File: config.mk
export PLATFORM = sky130hd
export DESIGN_NAME = register_file_param_flat
export DESIGN_NICKNAME = d
export VERILOG_FILES = /design/src/rtl/register_file_param_pkg.sv /design/src/rtl/register_file_param_if.sv /design/src/rtl/register_file_param_rf_clear_seq.sv /design/src/rtl/register_file_param.sv /design/src/flat_wrapper.sv
export SDC_FILE = /design/constraint.sdc
export NUM_CORES = 1
export LEC_CHECK = 0
export BUFFER_PORTS_ARGS = -buffer_cell sky130_fd_sc_hd__buf_2
export CAP_MARGIN = 20
export CORE_MARGIN = 4
export CORE_UTILIZATION = 52
export CTS_BUF_LIST = sky130_fd_sc_hd__clkbuf_4 sky130_fd_sc_hd__clkbuf_8
export CTS_CLUSTER_SIZE = 28
export DETAILED_ROUTE_END_ITERATION = 6
export HOLD_SLACK_MARGIN = 0.06
export PLACE_DENSITY = 0.81
export SYNTH_ARGS = -nofsm -noshare
export SYNTH_HDL_FRONTEND = slang
export SYNTH_HIERARCHICAL = 1
export SYNTH_SLANG_ARGS = --single-unit
File: constraint.sdc
create_clock -name clk -period 2.9 [get_ports clk]
set_clock_uncertainty 0.1 [all_clocks]
set_input_delay 0.58 -clock clk [delete_from_list [all_inputs] [get_ports clk]]
set_output_delay 0.58 -clock clk [all_outputs]
set_load 0.01 [all_outputs]
File: src/rtl/register_file_param_pkg.sv
// Shared definitions for the register file: clear-sequencer state encoding and default sizes.
// Latency: n/a (types and constants only).
// Backpressure: n/a.
package register_file_param_pkg;

    typedef enum logic {
        RF_IDLE  = 1'b0,
        RF_CLEAR = 1'b1
    } rf_state_t;

    localparam int RF_DATA_W_DEF = 8;
    localparam int RF_ADDR_W_DEF = 2;

endpackage

File: src/rtl/register_file_param_if.sv
// Register file access bundle: write port, two read ports and clear control/status.
// Latency: reads combinational, writes land at the next clk edge.
// Backpressure: clr_busy high means writes are dropped; no other stall.
//   master: drives reg_write/write_reg/write_data/read_reg1/read_reg2/clr_req
//   slave : drives read_data1/read_data2/clr_busy/clr_done
interface register_file_param_if
    import register_file_param_pkg::*;
#(
    parameter int DATA_W = RF_DATA_W_DEF,
    parameter int ADDR_W = RF_ADDR_W_DEF
);
    logic              reg_write;
    logic [ADDR_W-1:0] write_reg;
    logic [DATA_W-1:0] write_data;
    logic [ADDR_W-1:0] read_reg1;
    logic [ADDR_W-1:0] read_reg2;
    logic [DATA_W-1:0] read_data1;
    logic [DATA_W-1:0] read_data2;
    logic              clr_req;
    logic              clr_busy;
    logic              clr_done;

    modport master (
        output reg_write, write_reg, write_data, read_reg1, read_reg2, clr_req,
        input  read_data1, read_data2, clr_busy, clr_done
    );

    modport slave (
        input  reg_write, write_reg, write_data, read_reg1, read_reg2, clr_req,
        output read_data1, read_data2, clr_busy, clr_done
    );
endinterface

File: src/rtl/register_file_param_rf_clear_seq.sv
// Clear sequencer: walks an index over every register, zeroing one per cycle.
// Latency: busy for exactly 2**ADDR_W cycles after clr_req is seen in IDLE; done on the last.
// Backpressure: clr_req is ignored while a clear runs; no restart or extension.
//   clk, reset     : clock and synchronous active-high reset
//   clr_req        : start request, level-sampled in IDLE
//   clr_busy/done  : in-progress flag and final-cycle pulse
//   clr_idx/clr_we : register to zero this cycle and its enable
module rf_clear_seq
    import register_file_param_pkg::*;
#(
    parameter int ADDR_W = RF_ADDR_W_DEF
) (
    input  logic              clk,
    input  logic              reset,
    input  logic              clr_req,
    output logic              clr_busy,
    output logic              clr_done,
    output logic [ADDR_W-1:0] clr_idx,
    output logic              clr_we
);
    localparam logic [ADDR_W-1:0] IDX_LAST = {ADDR_W{1'b1}};

    rf_state_t         state, state_nxt;
    logic [ADDR_W-1:0] idx, idx_nxt;

    always_ff @(posedge clk) begin
        if (reset) begin
            state <= RF_IDLE;
            idx   <= '0;
        end else begin
            state <= state_nxt;
            idx   <= idx_nxt;
        end
    end

    always_comb begin
        state_nxt = state;
        idx_nxt   = idx;
        clr_busy  = 1'b0;
        clr_done  = 1'b0;
        clr_we    = 1'b0;
        unique case (state)
            RF_IDLE: begin
                if (clr_req) begin
                    state_nxt = RF_CLEAR;
                    idx_nxt   = '0;
                end
            end
            RF_CLEAR: begin
                clr_busy = 1'b1;
                clr_we   = 1'b1;
                // The natural wrap of idx back to 0 coincides with the exit.
                idx_nxt  = idx + 1'b1;
                if (idx == IDX_LAST) begin
                    clr_done  = 1'b1;
                    state_nxt = RF_IDLE;
                end
            end
            default: state_nxt = RF_IDLE;
        endcase
    end

    assign clr_idx = idx;
endmodule

File: src/rtl/register_file_param.sv
// General-purpose register file: 2 async read ports, 1 sync write port, bypass, zero reg, clear.
// Latency: reads combinational; writes and clear steps take effect at the next clk edge.
// Backpressure: writes are silently dropped while clr_busy is high.
//   clk, reset : clock and synchronous active-high reset
//   rf         : slave side of register_file_param_if (write, reads, clear)
module register_file_param
    import register_file_param_pkg::*;
#(
    parameter int DATA_W   = RF_DATA_W_DEF,
    parameter int ADDR_W   = RF_ADDR_W_DEF,
    parameter bit ZERO_REG = 1'b0,
    parameter bit BYPASS   = 1'b1
) (
    input  logic                  clk,
    input  logic                  reset,
    register_file_param_if.slave  rf
);
    localparam int DEPTH = 1 << ADDR_W;

    logic [DATA_W-1:0] regs [DEPTH];
    logic              clr_busy;
    logic              clr_done;
    logic [ADDR_W-1:0] clr_idx;
    logic              clr_we;
    logic              wr_ok;
    logic              wr_en;
    logic              byp_en;
    logic [DATA_W-1:0] rd1;
    logic [DATA_W-1:0] rd2;

    rf_clear_seq #(.ADDR_W(ADDR_W)) u_clear_seq (
        .clk      (clk),
        .reset    (reset),
        .clr_req  (rf.clr_req),
        .clr_busy (clr_busy),
        .clr_done (clr_done),
        .clr_idx  (clr_idx),
        .clr_we   (clr_we)
    );

    // A write is live only outside a clear; bypass follows the same qualification.
    assign wr_ok  = rf.reg_write & ~clr_busy;
    assign wr_en  = wr_ok & ~(ZERO_REG && (rf.write_reg == '0));
    assign byp_en = BYPASS && wr_ok;

    always_ff @(posedge clk) begin
        if (reset) begin
            for (int i = 0; i < DEPTH; i++) regs[i] <= '0;
        end else if (clr_we) begin
            regs[clr_idx] <= '0;
        end else if (wr_en) begin
            regs[rf.write_reg] <= rf.write_data;
        end
    end

    // Zero-register override is applied last so it beats the bypass path.
    always_comb begin
        rd1 = regs[rf.read_reg1];
        if (byp_en && (rf.write_reg == rf.read_reg1)) rd1 = rf.write_data;
        if (ZERO_REG && (rf.read_reg1 == '0))         rd1 = '0;
    end

    always_comb begin
        rd2 = regs[rf.read_reg2];
        if (byp_en && (rf.write_reg == rf.read_reg2)) rd2 = rf.write_data;
        if (ZERO_REG && (rf.read_reg2 == '0))         rd2 = '0;
    end

    assign rf.read_data1 = rd1;
    assign rf.read_data2 = rd2;
    assign rf.clr_busy   = clr_busy;
    assign rf.clr_done   = clr_done;
endmodule

File: src/flat_wrapper.sv
// flat-port wrapper written by rule: the top's interface ports become plain ports
module register_file_param_flat import register_file_param_pkg::*;
#(
    parameter int DATA_W   = RF_DATA_W_DEF,
    parameter int ADDR_W   = RF_ADDR_W_DEF,
    parameter bit ZERO_REG = 1'b0,
    parameter bit BYPASS   = 1'b1
)
  (clk, reset, rf_reg_write, rf_write_reg, rf_write_data, rf_read_reg1, rf_read_reg2, rf_clr_req, rf_read_data1, rf_read_data2, rf_clr_busy, rf_clr_done);
  register_file_param_if #(.DATA_W(DATA_W), .ADDR_W(ADDR_W)) rf_i ();
  input  logic clk;
  input  logic reset;
  input wire logic [$bits(rf_i.reg_write)-1:0] rf_reg_write;
  input wire logic [$bits(rf_i.write_reg)-1:0] rf_write_reg;
  input wire logic [$bits(rf_i.write_data)-1:0] rf_write_data;
  input wire logic [$bits(rf_i.read_reg1)-1:0] rf_read_reg1;
  input wire logic [$bits(rf_i.read_reg2)-1:0] rf_read_reg2;
  input wire logic [$bits(rf_i.clr_req)-1:0] rf_clr_req;
  output wire logic [$bits(rf_i.read_data1)-1:0] rf_read_data1;
  output wire logic [$bits(rf_i.read_data2)-1:0] rf_read_data2;
  output wire logic [$bits(rf_i.clr_busy)-1:0] rf_clr_busy;
  output wire logic [$bits(rf_i.clr_done)-1:0] rf_clr_done;
  assign rf_i.reg_write = rf_reg_write;
  assign rf_i.write_reg = rf_write_reg;
  assign rf_i.write_data = rf_write_data;
  assign rf_i.read_reg1 = rf_read_reg1;
  assign rf_i.read_reg2 = rf_read_reg2;
  assign rf_i.clr_req = rf_clr_req;
  assign rf_read_data1 = rf_i.read_data1;
  assign rf_read_data2 = rf_i.read_data2;
  assign rf_clr_busy = rf_i.clr_busy;
  assign rf_clr_done = rf_i.clr_done;
  register_file_param #(.DATA_W(DATA_W), .ADDR_W(ADDR_W), .ZERO_REG(ZERO_REG), .BYPASS(BYPASS)) u_core (.clk(clk), .reset(reset), .rf(rf_i));
endmodule
==> results of run 1 <==
==> area by class of cell <==
class	instances	area, µm²
inverter	9	33.78
timing repair buffer	37	190.2
tap	48	60.06
sequential	35	1021
fill	305	1376
clock inverter	1	5.005
clock buffer	7	90.09
multi-input combinational	99	967.2
==> metrics by stage <==
stage | cell area [µm²] | utilization [%] | hold slack, ns | total power, mW
2_1_floorplan | 2054 | - | 0.4349 | 0.7585
3_3_place_gp | 2272 | 60.70 | 0.4647 | 0.8237
3_5_place_dp | 2272 | 60.70 | 0.4960 | 0.8365
4_1_cts | 2367 | 63.24 | 0.4492 | 1.197
5_1_grt | 2367 | 63.24 | 0.4536 | 1.245
6_report | 2367 | 63.24 | 0.4496 | 1.192
==> cell usage after synthesis <==
cell type	count
edfxtp_1	32
nor2_1	25
mux2_2	16
mux4_2	16
nand2_1	12
inv_1	8
buf_2	4
xnor2_1	4
a21oi_1	3
dfxtp_1	3
nor2b_1	3
and2_1	2
nand2b_1	2
nand3_2	2
nor4b_2	2
o221ai_2	2
or2b_1	2
or3b_1	2
and4bb_2	1
buf_4	1
clkbuf_2	1
clkinv_1	1
ha_1	1
nor4b_4	1
o2111ai_2	1
o31ai_1	1
or4b_1	1
==> cell families after synthesis <==
| kind of cell | Yosys count | synth area share, % |
|---|---|---|
| simple gates | 55 | 15.16 |
| compound gates | 7 | 3.288 |
| fa+ha+maj | 1 | 0.6089 |
| buf+inv | 15 | 3.228 |
| flops | 35 | 49.70 |
| xor+xnor | 4 | 1.705 |
| mux | 32 | 26.31 |
==> layer usage <==
| metal | share of wire (%) | up-vias | GRT usage, % |
|---|---|---|---|
| met5 | 0 | - | 0 |
| met3 | 5.8 | 8 | 4.403 |
| met2 | 56 | 46 | 37.18 |
| met1 | 36 | 694 | 19.29 |
| li1 | - | 642 | - |
| met4 | 1.6 | 0 | 5.010 |
==> worst paths after layout <==
kind / end / slack, ns
setup / recovery: rf_read_data2[0] / 0.34
hold / removal: u_core/u_clear_seq/clr_idx[0] / 0.45
setup reg to reg: u_core/regs[1][3] / 0.58
hold reg to reg: u_core/u_clear_seq/clr_idx[1] / 0.50
==> registers in the layout, summed over array words and instances, names as in the netlist <==
signal	cells
u_core/u_clear_seq/state	1
u_core/u_clear_seq/clr_idx	2
u_core/regs	32
==> worst reg2reg max path, stage by stage (launching register included) <==
cell and delay [ns]:
dfxtp_1 0.50, buf_4 0.26, and4bb_2 0.27, o221ai_2 0.44, nand2_1 0.40
==> power breakdown <==
part	switching, mW	total [mW]	internal [mW]
Sequential	0.0188	0.601	0.583
Combinational	0.115	0.225	0.110
Clock	0.165	0.365	0.201
==> impl_metrics.csv, run 1 <==
group,metric,value,unit
outcome,status,"finished, final reports clean",
floorplan,num_rows,22,
global_route,grt-ovfl-total,0,
critical_path,reg2reg_depth,4,
sta,hold_violations,0,
sta,slew_headroom,60.91,%
place,hpwl,3285,µm
sta,fin_ws,0.3425,ns
place,place_ws,0.3651,ns
sta,min_period,2.558,ns
critical_path,cp_max_fo,9,
detailed_routing,detail-route-antenna-nets,0,
sta,worst_slew_pin_slew,0.5838,ns
final_layout,final_cells,236,
detailed_routing,firstDrtPassIters,4,
synth,syn_area_per_cell,13.79,µm²
synth,synth.top_cell.area_share,46.77,%
critical_path,critical_path_arrival,1.88,ns
synth,synth_area,2054,µm²
critical_path,r2r_start,"u_core/u_clear_seq/state",
synth,ys_ff_latch,35,
cts,h-tree-depth,2,
cts,cts.clk_slew.worst_paths,0.06,ns
global_route,grt_pass1_vias,1449,
synth,synth_nets,168,
critical_path,cp-start-kind,"input pin",
critical_path,crit_cells,5,
power_and_ir_drop,vdd_drop_max,0.2894,mV
synth,yosys_warnings,6,
cts,cts.sinks,35,
floorplan,die_w,70.86,µm
floorplan,die_area,5020,µm²
detailed_routing,drt_iter0_drc,96,
detailed_routing,wirelength,4551,µm
detailed_routing,wl_per_cell,19.28,µm
sta,setup_viol,0,
place,dpl.cell_count,228,
cts,postCtsHoldBufs,0,
floorplan,start_util,54.88,%
min_path,hold_path_depth,2,
floorplan,num_io_pins,36,
detailed_routing,drc,0,
synth,seq_area_frac_synth,49.70,%
critical_path,crit_start,"rf_read_reg2[0]",
critical_path,crit_family,"buffers and inverters",
final_layout,finalNetCount,206,
final_layout,most-common-layout-cells,"buf_2 (35), edfxtp_1 (32), nor2_1 (25), mux4_2 (16), mux2_2 (16)",
critical_path,slowest_delay,0.36,ns
synth,synth_area_leaders,"edfxtp_1 (47%), mux4_2 (18%), mux2_2 (8.8%)",
cts,postCtsSetupBuffers,0,
power_and_ir_drop,leakage,0.9458,nW
power_and_ir_drop,power.density,503.4,nW/µm²
detailed_routing,viasPerCell,5.890,
cts,clk_latency,0.28,ns
critical_path,cp_data_required_time,2.22,ns
global_route,grt_pass1_wl,7058,µm
sta,finalMaxSlewViolations,0,
cts,cts_root_buf,"clkbuf_8",
cts,numCtsBuffers,5,
cts,cts-resized-gates,0,
final_layout,area_growth,15.23,%
flow_run,maxCapViolCount,0,
detailed_routing,vias,1390,
global_route,grt_usage,18.73,%
synth,yosysTopAreaCell,"edfxtp_1",
critical_path,critical_path_class,"in -> out",
floorplan,die_y,70.86,µm
sta,period_share,88.19,%
sta,fmax,0.3910,GHz
critical_path,cpMostUsedCell,"buf_2",
final_layout,final_common_cell,"buf_2",
global_route,antenna_found_initial,0,
sta,rsz0062_at_grt,"no",
critical_path,slowest_stage,"mux2_2",
synth,syn_inst,149,
sta,setup-tns-final,0,ns
final_layout,drive_above_1_share,45.74,%
min_path,min_path_type,"in -> reg",
critical_path,worstPathCellList,"buf_2 > xnor2_1 > nand3_2 > mux2_2 > buf_2",
critical_path,end_kind,"output port",
critical_path,cp_num_buf_inv,2,
global_route,grt_max_degree,16,
synth,synth.distinct_cells,27,
cts,cts_buffer_depth,2,
floorplan,coreArea,3744,µm²
final_layout,insertedDiodeCount,0,
cts,cts_tree,"done",
min_path,min-delay-start,"reset",
place,gp_congestion,0.7606,
place,port_buffers,35,
Power figures use the tool's default switching activity.
==> run 2, diff against run 1 <==
==> constraint.sdc (replaced) <==
create_clock -name clk -period 2.9 [get_ports clk]
set_clock_uncertainty 0.1 [all_clocks]
set_input_delay 0 -clock clk [delete_from_list [all_inputs] [get_ports clk]]
set_output_delay 0 -clock clk [all_outputs]
set_load 0.01 [all_outputs]
==> impl_metrics.csv, run 2 (synthesis gave the netlist of run 1 again) <==
group,metric,value,unit
sta,hold_violations,0,
cts,cts_tree,"done",
cts,cts.sinks,35,
detailed_routing,viasPerCell,5.818,
floorplan,num_io_pins,36,
cts,clk_latency,0.27,ns
flow_run,maxCapViolCount,0,
detailed_routing,vias,1437,
final_layout,fin_util,65.88,%
critical_path,cp-start-kind,"flop",
sta,setup-tns-final,0,ns
outcome,status,"finished, final reports clean",
sta,slew_headroom,49.29,%
power_and_ir_drop,power.density,473.3,nW/µm²
power_and_ir_drop,p_sw_share,25.92,%
sta,fmax,0.4317,GHz
detailed_routing,drc,0,
final_layout,drive_above_1_share,42.21,%
min_path,holdPathEnd,"u_core/regs[3][0]",
sta,fin_ws,0.5838,ns
critical_path,r2r_slack,0.58,ns
power_and_ir_drop,clockPowerShare,28.0,%
sta,setup_viol,0,
global_route,antenna_found_initial,0,
final_layout,final_common_cell,"buf_2",
global_route,grt_pass1_wl,7686,µm
power_and_ir_drop,internal_power,0.8645,mW
final_layout,finalNetCount,217,
power_and_ir_drop,seqPwrFrac,52.1,%
floorplan,start_util,54.88,%
critical_path,critical_path_class,"reg -> reg",
cts,cts_buffer_depth,2,
min_path,min_path_type,"in -> reg",
detailed_routing,wl_per_cell,19.45,µm
detailed_routing,wirelength,4804,µm
power_and_ir_drop,power.switching,0.3026,mW
sta,worst_slew_pin_slew,0.7595,ns
final_layout,top_register,"u_core/regs",
final_layout,insertedDiodeCount,0,
critical_path,end_kind,"flop",
detailed_routing,firstDrtPassIters,5,
critical_path,r2r_start,"u_core/u_clear_seq/state",
critical_path,cp_data_required_time,2.75,ns
cts,cts_root_buf,"clkbuf_8",
place,port_buffers,35,
final_layout,largest_register_ffs,32,
detailed_routing,drt_iter0_drc,144,
critical_path,critical_path_arrival,2.16,ns
floorplan,num_rows,22,
global_route,grt-ovfl-total,0,
power_and_ir_drop,comb_power_share,19.9,%
place,gp_congestion,0.7947,
critical_path,cp_max_fo,23,
floorplan,die_w,70.86,µm
sta,rsz0062_at_grt,"no",
final_layout,most-common-layout-cells,"buf_2 (35), edfxtp_1 (32), nor2_1 (25), mux4_2 (16), mux2_2 (16)",
power_and_ir_drop,vdd_drop_max,0.3430,mV
sta,finalMaxSlewViolations,0,
floorplan,die_y,70.86,µm
global_route,grt_pass1_vias,1486,
floorplan,die_area,5020,µm²
global_route,grt_max_degree,24,
cts,h-tree-depth,2,
final_layout,area_growth,20.04,%
cts,numCtsBuffers,5,
place,place_ws,0.6263,ns
place,hpwl,3683,µm
min_path,min-delay-start,"rf_reg_write",
cts,cts.clk_slew.worst_paths,0.07,ns
global_route,grt_usage,20.11,%
power_and_ir_drop,leakage,0.9816,nW
detailed_routing,detail-route-antenna-nets,0,
min_path,hold_path_depth,4,
sta,min_period,2.316,ns
critical_path,reg2reg_depth,3,
sta,period_share,79.87,%
cts,postCtsSetupBuffers,0,
critical_path,reg2reg_to,"u_core/regs[1][6]",
floorplan,coreArea,3744,µm²
run 2: critical path, stage by stage (launching register included):
cell and delay [ns]:
dfxtp_1 0.81, and4bb_2 0.33, o221ai_2 0.39, nand2_1 0.35
run 2: worst max path at each step:
| stage | start | endpoint | depth (start not counted) | slack (ns) |
|---|---|---|---|---|
| 6_report | u_core/u_clear_seq/state | u_core/regs[1][6] | 3 | 0.58 |
| 5_1_grt | u_core/u_clear_seq/state | u_core/regs[0][6] | 3 | 0.41 |
| 4_1_cts | u_core/u_clear_seq/state | u_core/regs[1][6] | 3 | 0.61 |
| 3_5_place_dp | u_core/u_clear_seq/state | u_core/regs[1][3] | 3 | 0.63 |
| 3_3_place_gp | u_core/u_clear_seq/state | u_core/regs[1][7] | 3 | 0.81 |
| 2_1_floorplan | u_core/u_clear_seq/state | u_core/regs[3][0] | 5 | 0.56 |
run 2: what timing repair did:
| action | CTS | global route |
|---|---|---|
| hold buffers | 11 | 0 |
| gates resized for setup | 0 | 0 |
| endpoints found under the hold margin | 13 | 0 |
run 2: power by group through the flow:
stage	combinational (mW)	clock, mW	sequential, mW
2_1_floorplan	0.153	0	0.605
3_3_place_gp	0.209	0	0.614
3_5_place_dp	0.221	0	0.619
4_1_cts	0.233	0.330	0.608
5_1_grt	0.250	0.357	0.612
6_report	0.232	0.327	0.608
run 2: per-stage QoR:
| step | cells | total power, mW | hold slack, ns | area [µm²] |
|---|---|---|---|---|
| after global placement | 228 | 0.8232 | 0.1628 | 2272 |
| final | 247 | 1.167 | 0.2933 | 2466 |
| after CTS | 247 | 1.171 | 0.2799 | 2466 |
| after detailed placement | 228 | 0.8404 | 0.1683 | 2272 |
| after floorplan | 149 | 0.7585 | -0.03093 | 2054 |
| after global routing | 247 | 1.219 | 0.3054 | 2466 |
run 2: layout make-up:
class | instances | area, µm²
sequential | 35 | 1021
clock inverter | 3 | 15.01
inverter | 9 | 33.78
fill | 280 | 1277
timing repair buffer | 48 | 300.3
tap | 48 | 60.06
multi-input combinational | 99 | 967.2
clock buffer | 5 | 68.82
run 2: layer usage:
metal / track usage [%] / part of all wire, % / vias to the layer above
met5: 0 / 0 / -
met4: 5.846 / 0.92 / 0
met3: 3.693 / 9.5 / 7
met2: 34.60 / 52 / 74
met1: 26.06 / 38 / 692
li1: - / - / 664
